$ cat src/rtl/segment_swapchain.sv
// Active read-segment selector: swaps between two buffer segments on an immediate, index-wrap,
// system-time or GPIO trigger, and counts loop repetitions of the active segment.
module segment_swapchain #(
    parameter int unsigned IDX_W  = 15,
    parameter int unsigned TIME_W = 56
) (
    input  logic              clk,
    input  logic              rst_n,
    input  logic              update,
    input  logic              req_rd_segment,
    input  logic [7:0]        transition_mode,
    input  logic [63:0]       transition_value,
    input  logic [15:0]       rep,
    input  logic [TIME_W-1:0] sys_time,
    input  logic [3:0]        gpio_in,
    input  logic [IDX_W-1:0]  idx,
    input  logic [IDX_W-1:0]  cycle,
    output logic              segment,
    output logic              stop,
    output logic              swap,
    output logic              busy
);

    localparam logic [7:0]  ModeSyncIdx   = 8'h00;
    localparam logic [7:0]  ModeSysTime   = 8'h01;
    localparam logic [7:0]  ModeGpio      = 8'h02;
    localparam logic [7:0]  ModeExt       = 8'h03;
    localparam logic [7:0]  ModeImmediate = 8'hFF;
    localparam logic [15:0] RepInfinite   = 16'hFFFF;

    typedef enum logic [2:0] {
        StRun,
        StStopped,
        StWaitIdx,
        StWaitTime,
        StWaitGpio,
        StExtRun
    } state_e;

    state_e              state_q, state_d;
    logic                segment_q, segment_d;
    logic                stop_q, stop_d;
    logic                swap_q, swap_d;
    logic [15:0]         cnt_q, cnt_d;
    logic [15:0]         rep_q, rep_d;
    logic                req_q, req_d;
    logic [TIME_W-1:0]   target_q, target_d;
    logic [1:0]          sel_q, sel_d;
    logic [IDX_W-1:0]    idx_prev_q;
    logic [3:0]          gpio_prev_q;

    logic mode_valid;
    logic accepted;
    logic wrap;
    logic gpio_rise;
    logic unused_value;

    assign mode_valid = (transition_mode == ModeSyncIdx) || (transition_mode == ModeSysTime) ||
                        (transition_mode == ModeGpio) || (transition_mode == ModeExt) ||
                        (transition_mode == ModeImmediate);
    assign accepted   = update && mode_valid;
    assign wrap       = (idx_prev_q == cycle) && (idx == '0);
    assign gpio_rise  = gpio_in[sel_q] && !gpio_prev_q[sel_q];
    assign unused_value = ^transition_value;

    always_ff @(posedge clk) begin
        if (!rst_n) begin
            state_q     <= StRun;
            segment_q   <= 1'b0;
            stop_q      <= 1'b0;
            swap_q      <= 1'b0;
            cnt_q       <= '0;
            rep_q       <= RepInfinite;
            req_q       <= 1'b0;
            target_q    <= '0;
            sel_q       <= '0;
            idx_prev_q  <= '0;
            gpio_prev_q <= '0;
        end else begin
            state_q     <= state_d;
            segment_q   <= segment_d;
            stop_q      <= stop_d;
            swap_q      <= swap_d;
            cnt_q       <= cnt_d;
            rep_q       <= rep_d;
            req_q       <= req_d;
            target_q    <= target_d;
            sel_q       <= sel_d;
            idx_prev_q  <= idx;
            gpio_prev_q <= gpio_in;
        end
    end

    always_comb begin
        state_d   = state_q;
        segment_d = segment_q;
        stop_d    = stop_q;
        swap_d    = 1'b0;
        cnt_d     = cnt_q;
        rep_d     = rep_q;
        req_d     = req_q;
        target_d  = target_q;
        sel_d     = sel_q;

        // A valid UPDATE overrides any trigger, wrap or stop seen in the same cycle.
        if (accepted) begin
            req_d    = req_rd_segment;
            rep_d    = rep;
            target_d = transition_value[TIME_W-1:0];
            sel_d    = transition_value[1:0];
            case (transition_mode)
                ModeSyncIdx: state_d = StWaitIdx;
                ModeSysTime: state_d = StWaitTime;
                ModeGpio:    state_d = StWaitGpio;
                default: begin
                    state_d   = (transition_mode == ModeExt) ? StExtRun : StRun;
                    segment_d = req_rd_segment;
                    cnt_d     = '0;
                    stop_d    = 1'b0;
                    swap_d    = 1'b1;
                end
            endcase
        end else begin
            unique case (state_q)
                StRun: begin
                    if (wrap && (rep_q != RepInfinite)) begin
                        cnt_d = cnt_q + 16'd1;
                        if (cnt_q == rep_q) begin
                            state_d = StStopped;
                            stop_d  = 1'b1;
                        end
                    end
                end
                StStopped: ;
                StWaitIdx, StWaitTime, StWaitGpio: begin
                    if ((state_q == StWaitIdx && wrap) ||
                        (state_q == StWaitTime && sys_time >= target_q) ||
                        (state_q == StWaitGpio && gpio_rise)) begin
                        state_d   = StRun;
                        segment_d = req_q;
                        cnt_d     = '0;
                        stop_d    = 1'b0;
                        swap_d    = 1'b1;
                    end
                end
                StExtRun: begin
                    if (wrap) begin
                        segment_d = ~segment_q;
                        swap_d    = 1'b1;
                    end
                end
                default: state_d = StRun;
            endcase
        end
    end

    always_comb begin
        segment = segment_q;
        stop    = stop_q;
        swap    = swap_q;
        busy    = (state_q == StWaitIdx) || (state_q == StWaitTime) || (state_q == StWaitGpio);
    end

endmodule

$ cat config.mk
export PLATFORM = sky130hd
export DESIGN_NAME = segment_swapchain
export DESIGN_NICKNAME = d
export VERILOG_FILES = /design/src/rtl/segment_swapchain.sv
export SDC_FILE = /design/constraint.sdc
export NUM_CORES = 1
export LEC_CHECK = 0
export ABC_AREA = 1
export CELL_PAD_IN_SITES_DETAIL_PLACEMENT = 0
export CELL_PAD_IN_SITES_GLOBAL_PLACEMENT = 1
export CORE_MARGIN = 2
export CORE_UTILIZATION = 30
export CTS_CLUSTER_DIAMETER = 50
export DETAILED_ROUTE_END_ITERATION = 16
export MAX_ROUTING_LAYER = met4
export PLACE_DENSITY = 0.8
export SYNTH_ARGS = -nofsm -noshare
export SYNTH_HDL_FRONTEND = slang
export SYNTH_SLANG_ARGS = --single-unit
$ cat constraint.sdc
create_clock -name clk -period 1.9 [get_ports clk]
set_clock_uncertainty 0.15 [all_clocks]
set_input_delay 0.38 -clock clk [delete_from_list [all_inputs] [get_ports clk]]
set_output_delay 0.38 -clock clk [all_outputs]
set_load 0.01 [all_outputs]
Word-level counts from Yosys, hierarchy flattened
Cells that the tools add are included.
{"block": "totals", "reg_bits": 116, "inputBits": 182, "out_inout_bits": 4, "word_cells": 93}
{"block": "classes", "addsub": 1, "magnitude_cmp": 2, "n_eq_ne": 18, "muxes": 32, "bitwise_logic": 1, "n_reduce_logical": 28}
{"op": "$mux 16", "count": 4}
{"op": "$ge 56x56->1", "count": 1}
{"op": "$pmux 16 s2", "count": 1}
{"op": "$pmux 3 s3", "count": 2}
{"op": "$add 16x1->16 const B", "count": 1}
{"op": "$eq 16x16->1", "count": 1}
{"op": "$eq 8x2->1 const B", "count": 2}
{"op": "$ne 16x16->1 const B", "count": 1}
{"op": "$eq 15x15->1", "count": 1}
{"op": "$logic_not 15->1", "count": 1}
{"op": "$mux 1", "count": 15}
{"op": "$mux 3", "count": 5}
{"op": "$ne 3x3->1 const B", "count": 4}
{"op": "$reduce_and 4->1", "count": 3}
{"op": "$eq 8x1->1 const B", "count": 1}
{"op": "$eq 8x8->1 const B", "count": 1}
{"op": "$logic_not 8->1", "count": 1}
{"op": "$logic_or 1x1->1", "count": 8}
{"op": "$logic_and 1x1->1", "count": 7}
{"op": "$eq 3x2->1 const B", "count": 2}
{"op": "$eq 3x3->1 const B", "count": 2}
{"op": "$pmux 1 s2", "count": 3}
{"op": "$reduce_bool 3->1", "count": 2}
{"op": "$reduce_or 3->1", "count": 2}
{"op": "other kinds (10)", "count": 11}

Longest topological paths before layout
Gate-level depths: netlist of run 1.
{"block": "logic_depth", "depth_word": 9, "ltp_mapped": 20}

Least setup slack after synthesis of run 1
No wires, ideal clock.
{"block": "synth_path", "path_kind": "input to register", "startpoint": "input sys_time[55]", "endpoint": "register cnt_q[0]", "t_arrival_ns": 1.795, "path_slack_ns": -0.161, "stages": 15, "n_path_buf": 1, "cell_sequence": "ha_1 nand2_1 nor2_1 nand2_1 nor2_1 nand3_1 a21oi_1 nor2_1 nand2_1 nand2_1 nand3_2 nand2_4 buf_6 o21ai_0 nor2_1"}
{"block": "synth_between", "elab_chain_len": 6}
{"element": "start, declared", "line": "14", "rtl": "input logic [TIME_W-1:0] sys_time,"}
{"element": "$ge 56x56->1", "line": "137", "rtl": "(state_q == StWaitTime && sys_time >= target_q) ||"}
{"element": "$logic_and 1x1->1", "line": "137"}
{"element": "$logic_or 1x1->1", "line": "136", "rtl": "if ((state_q == StWaitIdx && wrap) ||"}
{"element": "$logic_or 1x1->1", "line": "137"}
{"element": "$ne 3x3->1 (no source line)"}
{"element": "$reduce_and 4->1 (no source line)"}
{"element": "end signal, assigned", "line": "84", "rtl": "cnt_q <= cnt_d;"}
{"element": "end, declared", "line": "44", "rtl": "logic [15:0] cnt_q, cnt_d;"}
Every way passes these cells.
A chain may end at the register's enable or synchronous reset.

Worst setup path after layout of run 1
{"block": "layout_path", "startpoint": "input sys_time[9]", "endpoint": "register cnt_q[5]"}
Same word-level chain as after synthesis.

==> out/results.env, run 1 <==
SYNTH_CELL_TYPES=38
DRT_ITER0_MARKERS=205
RELSLEWSLACK_PCT=72.8
TRITONCTS.NUM_BUFFERS=17
PORT_BUFFERS=177
FIN_HOLD_WS_NS=0.313
GROUTE.USAGE.OVERALL_PCT=17.7
DIE-HEIGHT_MICRONS=150
FIRST_GLOBAL_VIAS=6403
CTS_MAX_LEVEL=4
SYNTH_XOR_XNOR_AREA_SHARE_PCT=4.66
DESIGN.PORTCOUNT=186
DETAILED_ROUTE_DRC_ERROR_COUNT=0
SYNTH_TOP_FAMILY_BY_AREA='simple AND/OR/NAND/NOR gates'
TIMING.CRITICAL_PATH.ARRIVAL_NS=2.47
SYNTH_CELLS=909
ROOT_BUFFER='sky130_fd_sc_hd__clkbuf_16'
P_LEAK_uW=0.00485
CTS-ROOT-TO-SINK-BUFFERS=2
POWER_DENSITY_mW_PER_MM2=598
LAYOUT_WORST_PATH_CYCLE_SHARE_PCT=122
DP_SLACK_NS=-1.08
POSTSYNTHNETCOUNT=1148
TIMING_WORST_SETUP_PATH_TYPE='in -> reg'
FINALWORSTPATHREQUIREDPERIOD_NS=2.32
SYNTH-SEQ-AREA-SHARE_PCT=35.7
IR_WORST_VDD_uV=462
PLACE.DETAILED.HPWL_MM=13.7
FMAXACHIEVABLE_MHz=431
FP-ROW-COUNT=53
SETUP_WS_NS=-0.419
SYNTH-COMPOUND-AREA-SHARE_PCT=13.8
TOTAL_DIE_AREA_SQ_MM=0.0225
AVGVIACOUNTPERCELL=4.44
WORST_SETUP_HOLD_PATH_CLK_SLEW_NS=0.05
FINAL_CORE_UTILIZATION_PCT=52.6
SYNTH-ADDER-AREA-SHARE_PCT=11.2
SYNTH_WARNINGS=0
ASYNC_FLOP_SHARE_PCT=0
PLACEDINSTANCEAREA_SQ_MM=0.00946
POST-ROUTE-CELL-AREA_SQ_MM=0.0110
FINAL_NET_COUNT=1452
HOLD_VIOLATIONS=0
OVERFLOW=0
ROUTE.VIAS.TOTAL=6666
ANTENNA_FOUND_INITIAL=2
SYN_AVG_CELL_AREA_SQ_UM=7.03
WORSTPATHMAXFANOUT=5
CTS-HOLD-FIX-BUFFERS=0
DESIGN_POWER_TOTAL_uW=6600
FAILED_CHECKS='negative setup slack'
FINAL_LAYOUT_SIZE_SUFFIX_GT1_SHARE_PCT=27.7
SYNTH_FLOP_CELL='sky130_fd_sc_hd__dfxtp_1'
YOSYS.AREA_SHARE.SIMPLE_PCT=24.6
CRITPATHCAPTURETYPE='flop'
MEAN_ROUTED_WIRELENGTH_PER_CELL_MICRONS=12.8
CORE_AREA_SQ_MM=0.0210
FINAL-MAX-SLEW-VIOLATION-COUNT=0
WORST_SKEW_PAIR.LATE_LATENCY_NS=0.42
DRT_PASS1_ITERATIONS=4
WORST-ENDPOINT-REQUIRED_NS=2.05
DIE_W_MICRONS=150
POSTSYNTHREGISTERBITS=114
INITIAL_UTILIZATION_PCT=30.5
WORSTMARGINPINSLEW_NS=0.409
SYN-CELL-AREA_SQ_MM=0.00639
CLOCK-SINKS=114
SYNTH.MUX.AREA_FRACTION_PCT=0
FIRST_PASS_GRT_WIRE_LENGTH_MM=30.7
CTS_TREE='yes'
ROUTED_WIRELENGTH_MM=19.3
SYNTHTOLAYOUTAREAGROWTH_PCT=72.6
MAXCAPVIOLCOUNT=0
OUTCOME='finished, violations left'
SETUP_VIOLATIONS=22
FINAL_ANTENNA_NET_COUNT=0
STARTPOINT_TYPE='primary input'
RSZ0062_AT_GRT='yes'
HOLD_PATH.CLASS='in -> reg'
PLACE.GP.CONGESTION=0.845
SYNTH_ENABLE_FLOP_CELLS=0
GRT_START_MAX_NET_PINS=72
[area by class of cell]
class                      instances  area, sq um
antenna                            2         5.00
clock buffer                      18          429
clock inverter                    14          165
fill                            1986         9930
inverter                         129          499
multi-input combinational        634         4250
sequential                       114         2300
tap                              275          344
timing repair buffer             316         3020
timing repair inverter             1         8.76
[path summary, 6_finish.rpt]
kind                      from  slack, ns   endpoint  cells past startpoint
setup / recovery   sys_time[9]      -0.42   cnt_q[5]                     16
hold / removal           rst_n       0.31  rep_q[11]                      3
setup reg to reg  target_q[53]      -0.41   cnt_q[5]                     16
hold reg to reg          req_q       0.31      req_q                      2
[power by group]
part,internal [uW],switching [uW]
Clock,2050,1180
Sequential,2430,17.5
Combinational,553,360
Total,5040,1560
[per-stage QoR]
step	TNS, ns	std cells
finish	-7.90	1503
global route	-11.01	1503
CTS	-8.20	1494
detailed placement	-53.76	1439
global placement	-51.85	1439
floorplan	-1.70	909
[layout by cell type (no fill, tap or decap), types with 3 or more instances in the layout]
| cell | count |
|---|---|
| sky130_fd_sc_hd__inv_2 | 21 |
| sky130_fd_sc_hd__buf_6 | 14 |
| sky130_fd_sc_hd__a21o_1 | 4 |
| sky130_fd_sc_hd__nand3_1 | 28 |
| sky130_fd_sc_hd__nand3b_1 | 3 |
| sky130_fd_sc_hd__clkinv_4 | 3 |
| sky130_fd_sc_hd__a21oi_1 | 69 |
| sky130_fd_sc_hd__dfxtp_1 | 100 |
| sky130_fd_sc_hd__dlygate4sd2_1 | 18 |
| sky130_fd_sc_hd__clkinvlp_4 | 5 |
| sky130_fd_sc_hd__dlymetal6s2s_1 | 20 |
| sky130_fd_sc_hd__xor2_1 | 5 |
| sky130_fd_sc_hd__a21oi_2 | 14 |
| sky130_fd_sc_hd__nand2_2 | 22 |
| sky130_fd_sc_hd__inv_1 | 106 |
| sky130_fd_sc_hd__o22ai_1 | 3 |
| sky130_fd_sc_hd__clkbuf_16 | 17 |
| sky130_fd_sc_hd__nor3_1 | 6 |
| sky130_fd_sc_hd__nand2_4 | 5 |
| sky130_fd_sc_hd__nand2_8 | 4 |
| sky130_fd_sc_hd__nor2_4 | 7 |
| sky130_fd_sc_hd__buf_4 | 118 |
| sky130_fd_sc_hd__nor2_1 | 77 |
| sky130_fd_sc_hd__o21ai_1 | 17 |
| sky130_fd_sc_hd__xnor2_1 | 29 |
| sky130_fd_sc_hd__clkdlybuf4s50_1 | 137 |
| sky130_fd_sc_hd__dfxtp_2 | 14 |
| sky130_fd_sc_hd__ha_1 | 28 |
| sky130_fd_sc_hd__nor2_2 | 17 |
| sky130_fd_sc_hd__o21ai_0 | 43 |
| sky130_fd_sc_hd__nand2_1 | 168 |
| sky130_fd_sc_hd__nand3_2 | 8 |
| sky130_fd_sc_hd__ha_4 | 29 |
| sky130_fd_sc_hd__nand4_1 | 18 |
| sky130_fd_sc_hd__bufinv_16 | 3 |
| sky130_fd_sc_hd__o21ai_2 | 12 |
| sky130_fd_sc_hd__nor3_2 | 3 |
| sky130_fd_sc_hd__buf_12 | 7 |
| sky130_fd_sc_hd__clkinv_2 | 4 |
[layer usage]
metal  global-route usage, %  part of all wire (%)  vias up
met4                    5.47                   1.6        0
met5                       -                     0        -
met1                    21.5                    45     2968
met2                    29.3                    48      137
met3                    4.05                   4.5       16
li1                        -                     -     3545
[logic make-up after synthesis]
logic type | after synthesis
AND/OR/NAND/NOR | 371
AO/OA/AOI/OAI | 169
buffers and inverters | 164
flip-flops | 114
adder cells (fa/ha/maj) | 57
XOR/XNOR | 34
[what timing repair did]
action,4_1_cts,5_1_grt
gates resized for setup,111,118
pin swaps,30,58
gates cloned,7,0
setup endpoints to repair,58,71
buffers inserted,19,9
[sequential cells by signal, indices dropped and copies added (netlist names)]
| signal | flops |
|---|---|
| req_q | 1 |
| rep_q | 16 |
| state_q | 3 |
| stop | 1 |
| swap | 1 |
| target_q | 56 |
| segment | 1 |
| cnt_q | 16 |
| idx_prev_q | 15 |
| gpio_prev_q | 4 |
[Yosys cell counts, drive strengths merged (2+ instances only)]
cell	instances	area (sq um)
a21o	4	30.0
a21oi	85	437
buf	11	62.6
clkbuf	24	90.1
dfxtp	114	2280
ha	57	713
inv	128	480
nand2	196	753
nand3	38	195
nand3b	3	22.5
nand4	18	113
nor2	101	392
nor3	10	65.1
nor4	2	12.5
o21ai	72	360
o22ai	3	18.8
or2	2	12.5
xnor2	29	254
xor2	5	43.8
[critical path, stage by stage]
cell and delay, ns:
sky130_fd_sc_hd__clkdlybuf4s50_1 0.42, sky130_fd_sc_hd__ha_1 0.31, sky130_fd_sc_hd__nand2_1 0.06, sky130_fd_sc_hd__nor2_1 0.13, sky130_fd_sc_hd__nand2_2 0.08, sky130_fd_sc_hd__nor2_4 0.11
sky130_fd_sc_hd__nand2_1 0.07, sky130_fd_sc_hd__a21oi_2 0.13, sky130_fd_sc_hd__nor2_1 0.04, sky130_fd_sc_hd__nand2_1 0.10, sky130_fd_sc_hd__nand2_2 0.08, sky130_fd_sc_hd__nand3_4 0.14
sky130_fd_sc_hd__buf_12 0.16, sky130_fd_sc_hd__nand2_8 0.08, sky130_fd_sc_hd__o21ai_2 0.12, sky130_fd_sc_hd__nor2_1 0.06
Note: power is estimated with default switching activity, not from simulation.
==> inputs of run 2 (changes only) <==
- PLACE_DENSITY: 0.8 -> 0.78
==> out/results.env, run 2 (synthesis gave the netlist of run 1 again) <==
OUTCOME='finished, violations left'
FAILED_CHECKS='negative setup slack'
FINAL-MAX-SLEW-VIOLATION-COUNT=0
TIMING_WORST_SETUP_PATH_TYPE='in -> reg'
DETAILED_ROUTE_DRC_ERROR_COUNT=0
WORST_SKEW_PAIR.LATE_LATENCY_NS=0.42
CLOCK-SINKS=114
FP-ROW-COUNT=53
PLACE.DETAILED.HPWL_MM=13.7
FINAL_CORE_UTILIZATION_PCT=52.9
DP.CELLS=1444
DESIGN.PORTCOUNT=186
REGMOSTFLOPS='target_q'
DIE_W_MICRONS=150
STDCELL_COUNT=1509
STARTPOINT_TYPE='primary input'
WORST_SETUP_HOLD_PATH_CLK_SLEW_NS=0.05
MEAN_ROUTED_WIRELENGTH_PER_CELL_MICRONS=13.0
POWER_DENSITY_mW_PER_MM2=595
ROUTE.VIAS.TOTAL=6744
WORSTPATHCELLLIST='clkdlybuf4s50_1, ha_4, nand2_1, nor2_2, nand2_1, nor2_2, nand2_1, a21oi_2, nor2_2, nand2_2, nand2_2, nand3_4, buf_12, nand2_8, o21ai_2, nor2_1'
LARGEST_REGISTER_FF_COUNT=56
IR_WORST_VDD_uV=518
TOTALNEGATIVESETUPSLACK_NS=-7.39
FINAL_CELL_MIX='sky130_fd_sc_hd__nand2_1 (165), sky130_fd_sc_hd__clkdlybuf4s50_1 (139), sky130_fd_sc_hd__buf_4 (121), sky130_fd_sc_hd__inv_1 (103), sky130_fd_sc_hd__dfxtp_1 (97)'
SETUP_VIOLATIONS=22
CTS_TREE='yes'
DIE-HEIGHT_MICRONS=150
WORST_PATH_CELL_WITH_THE_LONGEST_STAGE_DELAY='sky130_fd_sc_hd__clkdlybuf4s50_1'
SYNTHTOLAYOUTAREAGROWTH_PCT=73.6
TRITONCTS.NUM_BUFFERS=17
WORSTMARGINPINSLEW_NS=0.385
CTS_MAX_LEVEL=4
LAYOUT_WORST_PATH_CYCLE_SHARE_PCT=121
SETUP_WS_NS=-0.392
FMAXACHIEVABLE_MHz=436
TIMING.CRITICAL_PATH.ARRIVAL_NS=2.45
WORST-ENDPOINT-REQUIRED_NS=2.06
FIRST_GLOBAL_VIAS=6510
PORT_BUFFERS=177
FINAL_ANTENNA_NET_COUNT=0
FINAL_COMMON_CELL='sky130_fd_sc_hd__nand2_1'
CRITPATHCAPTURETYPE='flop'
GROUTE.USAGE.OVERALL_PCT=17.5
CRIT_PATH_MAX_CELL_DELAY_NS=0.45
MAXCAPVIOLCOUNT=0
TOTAL_DIE_AREA_SQ_MM=0.0225
WORSTPATHMAXFANOUT=5
FINALWORSTPATHREQUIREDPERIOD_NS=2.29
OVERFLOW=0
CTS-HOLD-FIX-BUFFERS=0
INITIAL_UTILIZATION_PCT=30.5
RELSLEWSLACK_PCT=74.3
GRT_START_MAX_NET_PINS=58
HOLD_VIOLATIONS=0
FIRST_PASS_GRT_WIRE_LENGTH_MM=30.4
DRT_ITER0_MARKERS=197
PLACE.GP.CONGESTION=0.802
DRT_PASS1_ITERATIONS=4
CTS-ROOT-TO-SINK-BUFFERS=2
RSZ0062_AT_GRT='yes'
ANTENNA_FOUND_INITIAL=2
FINAL_NET_COUNT=1458
AVGVIACOUNTPERCELL=4.47
LARGEST_REGISTERS='target_q (56), cnt_q (16), rep_q (16)'
FINAL_LAYOUT_SIZE_SUFFIX_GT1_SHARE_PCT=28.2
ROUTED_WIRELENGTH_MM=19.6
ROOT_BUFFER='sky130_fd_sc_hd__clkbuf_16'
HOLD_PATH.CLASS='in -> reg'
P_LEAK_uW=0.00491
CORE_AREA_SQ_MM=0.0210
## run 2: changes by cell type in the layout (fill, tap and decap cells not counted), sizes merged
cell and delta:
bufbuf -1, buf +3, clkinv -1, clkbuf +7
clkinvlp -3, clkdlybuf4s50 +2, dlygate4sd2 -2, inv +1
## run 2: report_power, final
group          internal, uW  switching (uW)
Sequential             2430            17.6
Clock                  2110            1120
Combinational           555             360
Total                  5100            1500
## run 2: final timing paths
kind	startpoint	end	slack, ns	depth (start not counted)
hold reg to reg	target_q[19]	target_q[19]	0.31	2
setup / recovery	sys_time[22]	cnt_q[1]	-0.39	16
setup reg to reg	target_q[3]	cnt_q[1]	-0.38	17
hold / removal	rst_n	cnt_q[2]	0.14	3
## run 2: per-layer routing
layer	share of wire [%]	global-route usage [%]	routed length [microns]	vias up
met5	0	-	0	-
met4	2.2	5.52	430	0
met3	4.8	4.27	942	31
met2	47	28.7	9160	146
met1	46	21.2	9060	3014
li1	-	-	-	3553
## run 2: timing repair
item                                    CTS  global route
gates cloned                              4             5
gates resized for setup                  87           137
pin swaps                                28            72
buffers inserted                         18             7
endpoints found under the setup margin   78            95
## run 2: worst max-delay path: cells and delay by family
| kind | cells | cell delay [ns] |
|---|---|---|
| simple gates | 11 | 0.89 |
| buf+inv | 2 | 0.61 |
| compound gates | 2 | 0.28 |
| fa+ha+maj | 1 | 0.27 |
## run 2: layout make-up
class / count / area (sq um)
diodes: 2 / 5.00
clock buffers: 21 / 460
clock inverters: 11 / 135
fillers: 1995 / 9870
inverters: 129 / 499
multi-input cells: 634 / 4220
flip-flops and latches: 114 / 2310
well taps: 275 / 344
repair buffers: 322 / 3110
repair inverters: 1 / 11.3
## run 2: per-stage QoR
step | setup slack (ns) | area (sq um) | hold WS, ns | power, uW
finish | -0.392 | 11100 | 0.135 | 6600
global route | -0.531 | 11100 | 0.136 | 6910
CTS | -0.406 | 10500 | 0.113 | 6610
detailed placement | -1.06 | 9480 | 0.304 | 3330
global placement | -1.05 | 9480 | 0.298 | 3320
floorplan | -0.122 | 6600 | 0.283 | 2820
==> inputs of run 3 (changes only) <==
- PLACE_DENSITY: 0.78 -> 0.85
- SKIP_CTS_REPAIR_TIMING: default -> 1
==> out/results.env, run 3 (synthesis gave the netlist of run 1 again) <==
CRITPATHBUFINV=3
OVERFLOW=0
HOLD_VIOLATIONS=0
INITIAL_UTILIZATION_PCT=30.5
CTS-ROOT-TO-SINK-BUFFERS=2
FIN_HOLD_WS_NS=0.214
HOLD_PATH.CLASS='in -> reg'
MAXCAPVIOLCOUNT=0
FINAL_CELL_MIX='sky130_fd_sc_hd__nand2_1 (170), sky130_fd_sc_hd__clkdlybuf4s50_1 (153), sky130_fd_sc_hd__inv_1 (111), sky130_fd_sc_hd__dfxtp_1 (104), sky130_fd_sc_hd__buf_4 (103)'
GROUTE.USAGE.OVERALL_PCT=16.4
WORST_SKEW_PAIR.LATE_LATENCY_NS=0.42
CRIT_PATH_FREQUENT_CELL='sky130_fd_sc_hd__nand2_2'
OUTCOME='finished, violations left'
CTS_TREE='yes'
DP_SLACK_NS=-1.08
FIRST_GLOBAL_VIAS=5951
FMAXACHIEVABLE_MHz=423
LARGEST_REGISTERS='target_q (56), cnt_q (16), rep_q (16)'
RELSLEWSLACK_PCT=77.4
GRT_START_MAX_NET_PINS=89
MET2_WIRELENGTH_MM=9.26
FIRST_PASS_GRT_WIRE_LENGTH_MM=28.3
CTS_MAX_LEVEL=4
DETAILED_ROUTED_WIRE_LENGTH_ON_MET3_MM=1.00
CRITPATHCAPTURETYPE='flop'
WORST-ENDPOINT-REQUIRED_NS=2.05
ROUTED_WIRELENGTH_MM=19.2
P_LEAK_uW=0.00474
DESIGN.PORTCOUNT=186
TOTAL_DIE_AREA_SQ_MM=0.0225
SYNTHTOLAYOUTAREAGROWTH_PCT=67.3
PLACE.GP.CONGESTION=0.807
M1WIRELENGTH_MM=8.73
FAILED_CHECKS='negative setup slack'
FINAL_ANTENNA_NET_COUNT=0
LARGEST_REGISTER_FF_COUNT=56
FINAL_COMMON_CELL='sky130_fd_sc_hd__nand2_1'
SETUP_WS_NS=-0.464
WORST_PATH_TOP_CELL_FAMILY_BY_DELAY='simple AND/OR/NAND/NOR gates'
WORSTPATHCELLLIST='clkdlybuf4s50_1, ha_1, nand2_2, buf_4, nor2_4, nand3_2, nor2_2, nand2_1, a21oi_2, nor2_2, nand2_2, nand2_2, nand3_4, buf_12, nand2_8, o21ai_1, nor2_1'
TRITONCTS.NUM_BUFFERS=17
DIE-HEIGHT_MICRONS=150
DRT_ITER0_MARKERS=211
STARTPOINT_TYPE='primary input'
DESIGN_POWER_TOTAL_uW=6740
CORE_AREA_SQ_MM=0.0210
FP-ROW-COUNT=53
DRT_PASS1_ITERATIONS=4
ANTENNA-DIODE-COUNT=0
WORSTPATHMAXFANOUT=5
TIMING.CRITICAL_PATH.ARRIVAL_NS=2.52
SETUP_VIOLATIONS=22
FINAL-MAX-SLEW-VIOLATION-COUNT=0
IR_WORST_VDD_uV=429
WORST_SETUP_HOLD_PATH_CLK_SLEW_NS=0.06
ROUTED.TOP_LAYER='met4'
PLACEDINSTANCEAREA_SQ_MM=0.00938
CLOCK-SINKS=114
ROUTE.VIAS.TOTAL=6591
FINALWORSTPATHREQUIREDPERIOD_NS=2.36
NFILLCELLS=2027
FINAL_LAYOUT_SIZE_SUFFIX_GT1_SHARE_PCT=23.5
DIE_W_MICRONS=150
PORT_BUFFERS=177
TIMING_WORST_SETUP_PATH_TYPE='in -> reg'
REGMOSTFLOPS='target_q'
ANTENNA_FOUND_INITIAL=0
FINAL_NET_COUNT=1425
DETAILED_ROUTE_DRC_ERROR_COUNT=0
MEAN_ROUTED_WIRELENGTH_PER_CELL_MICRONS=13.0
WORST_PATH_CELL_WITH_THE_LONGEST_STAGE_DELAY='sky130_fd_sc_hd__clkdlybuf4s50_1'
PLACE.DETAILED.HPWL_MM=13.6
LAYOUT_WORST_PATH_CYCLE_SHARE_PCT=124
CRIT_PATH_MAX_CELL_DELAY_NS=0.40
POST-ROUTE-CELL-AREA_SQ_MM=0.0107
WORSTMARGINPINSLEW_NS=0.335
ROOT_BUFFER='sky130_fd_sc_hd__clkbuf_16'
RSZ0062_AT_GRT='yes'
AVGVIACOUNTPERCELL=4.47
POWER_DENSITY_mW_PER_MM2=631
[run 3: cell count changes in the layout (fill, tap and decap cells not counted), moves of 5 or more]
cell,previous run,this run
sky130_fd_sc_hd__inv_1,103,111
sky130_fd_sc_hd__buf_6,15,3
sky130_fd_sc_hd__o21ai_1,7,21
sky130_fd_sc_hd__buf_4,121,103
sky130_fd_sc_hd__nand2_1,165,170
sky130_fd_sc_hd__inv_2,24,15
sky130_fd_sc_hd__nor2_1,72,78
sky130_fd_sc_hd__dfxtp_2,16,9
sky130_fd_sc_hd__clkdlybuf4s50_1,139,153
sky130_fd_sc_hd__o21ai_0,55,44
sky130_fd_sc_hd__dlygate4sd2_1,16,0
sky130_fd_sc_hd__dfxtp_1,97,104
[run 3: metal layers]
| layer | vias up | GRT usage [%] |
|---|---|---|
| met3 | 13 | 4.54 |
| li1 | 3481 | - |
| met1 | 2958 | 20.0 |
| met4 | 0 | 4.48 |
| met2 | 139 | 26.8 |
| met5 | - | - |
[run 3: per-stage QoR]
stage / util [%] / instances / TNS [ns]
finish: 51.0 / 1474 / -9.19
global route: 51.0 / 1474 / -11.71
CTS: 47.8 / 1462 / -13.52
detailed placement: 44.8 / 1430 / -47.17
global placement: 44.8 / 1430 / -46.02
floorplan: - / 909 / -1.70
[run 3: path summary, 6_finish.rpt]
path | slack [ns] | depth (start not counted) | from | end
min reg2reg | 0.31 | 2 | target_q[38] | target_q[38]
max | -0.46 | 17 | sys_time[2] | cnt_q[6]
min | 0.21 | 3 | rst_n | target_q[41]
max reg2reg | -0.43 | 17 | target_q[2] | cnt_q[6]
[run 3: final cells by class]
cell class                 instances  area, sq um  share of cell area (%)
multi-input combinational        633         4090                    38.2
clock inverter                     9          125                    1.17
tap                              275          344                    3.22
inverter                         129          497                    4.65
timing repair buffer             291         2830                    26.5
clock buffer                      23          508                    4.75
sequential                       114         2300                    21.5
[run 3: power breakdown]
part	internal [uW]	leakage, uW	switching [uW]
Sequential	2430	0.000930	17.4
Clock	2260	0.000311	1140
Combinational	545	0.00350	348
[run 3: worst register-to-register path: stages (launching register included)]
cell and delay (ns):
sky130_fd_sc_hd__dfxtp_2 0.32, sky130_fd_sc_hd__inv_2 0.03, sky130_fd_sc_hd__ha_1 0.28, sky130_fd_sc_hd__nand2_2 0.06, sky130_fd_sc_hd__buf_4 0.13, sky130_fd_sc_hd__nor2_4 0.07, sky130_fd_sc_hd__nand3_2 0.09, sky130_fd_sc_hd__nor2_2 0.12
sky130_fd_sc_hd__nand2_1 0.07, sky130_fd_sc_hd__a21oi_2 0.15, sky130_fd_sc_hd__nor2_2 0.05, sky130_fd_sc_hd__nand2_2 0.09, sky130_fd_sc_hd__nand2_2 0.07, sky130_fd_sc_hd__nand3_4 0.15, sky130_fd_sc_hd__buf_12 0.15, sky130_fd_sc_hd__nand2_8 0.07
sky130_fd_sc_hd__o21ai_1 0.12, sky130_fd_sc_hd__nor2_1 0.06
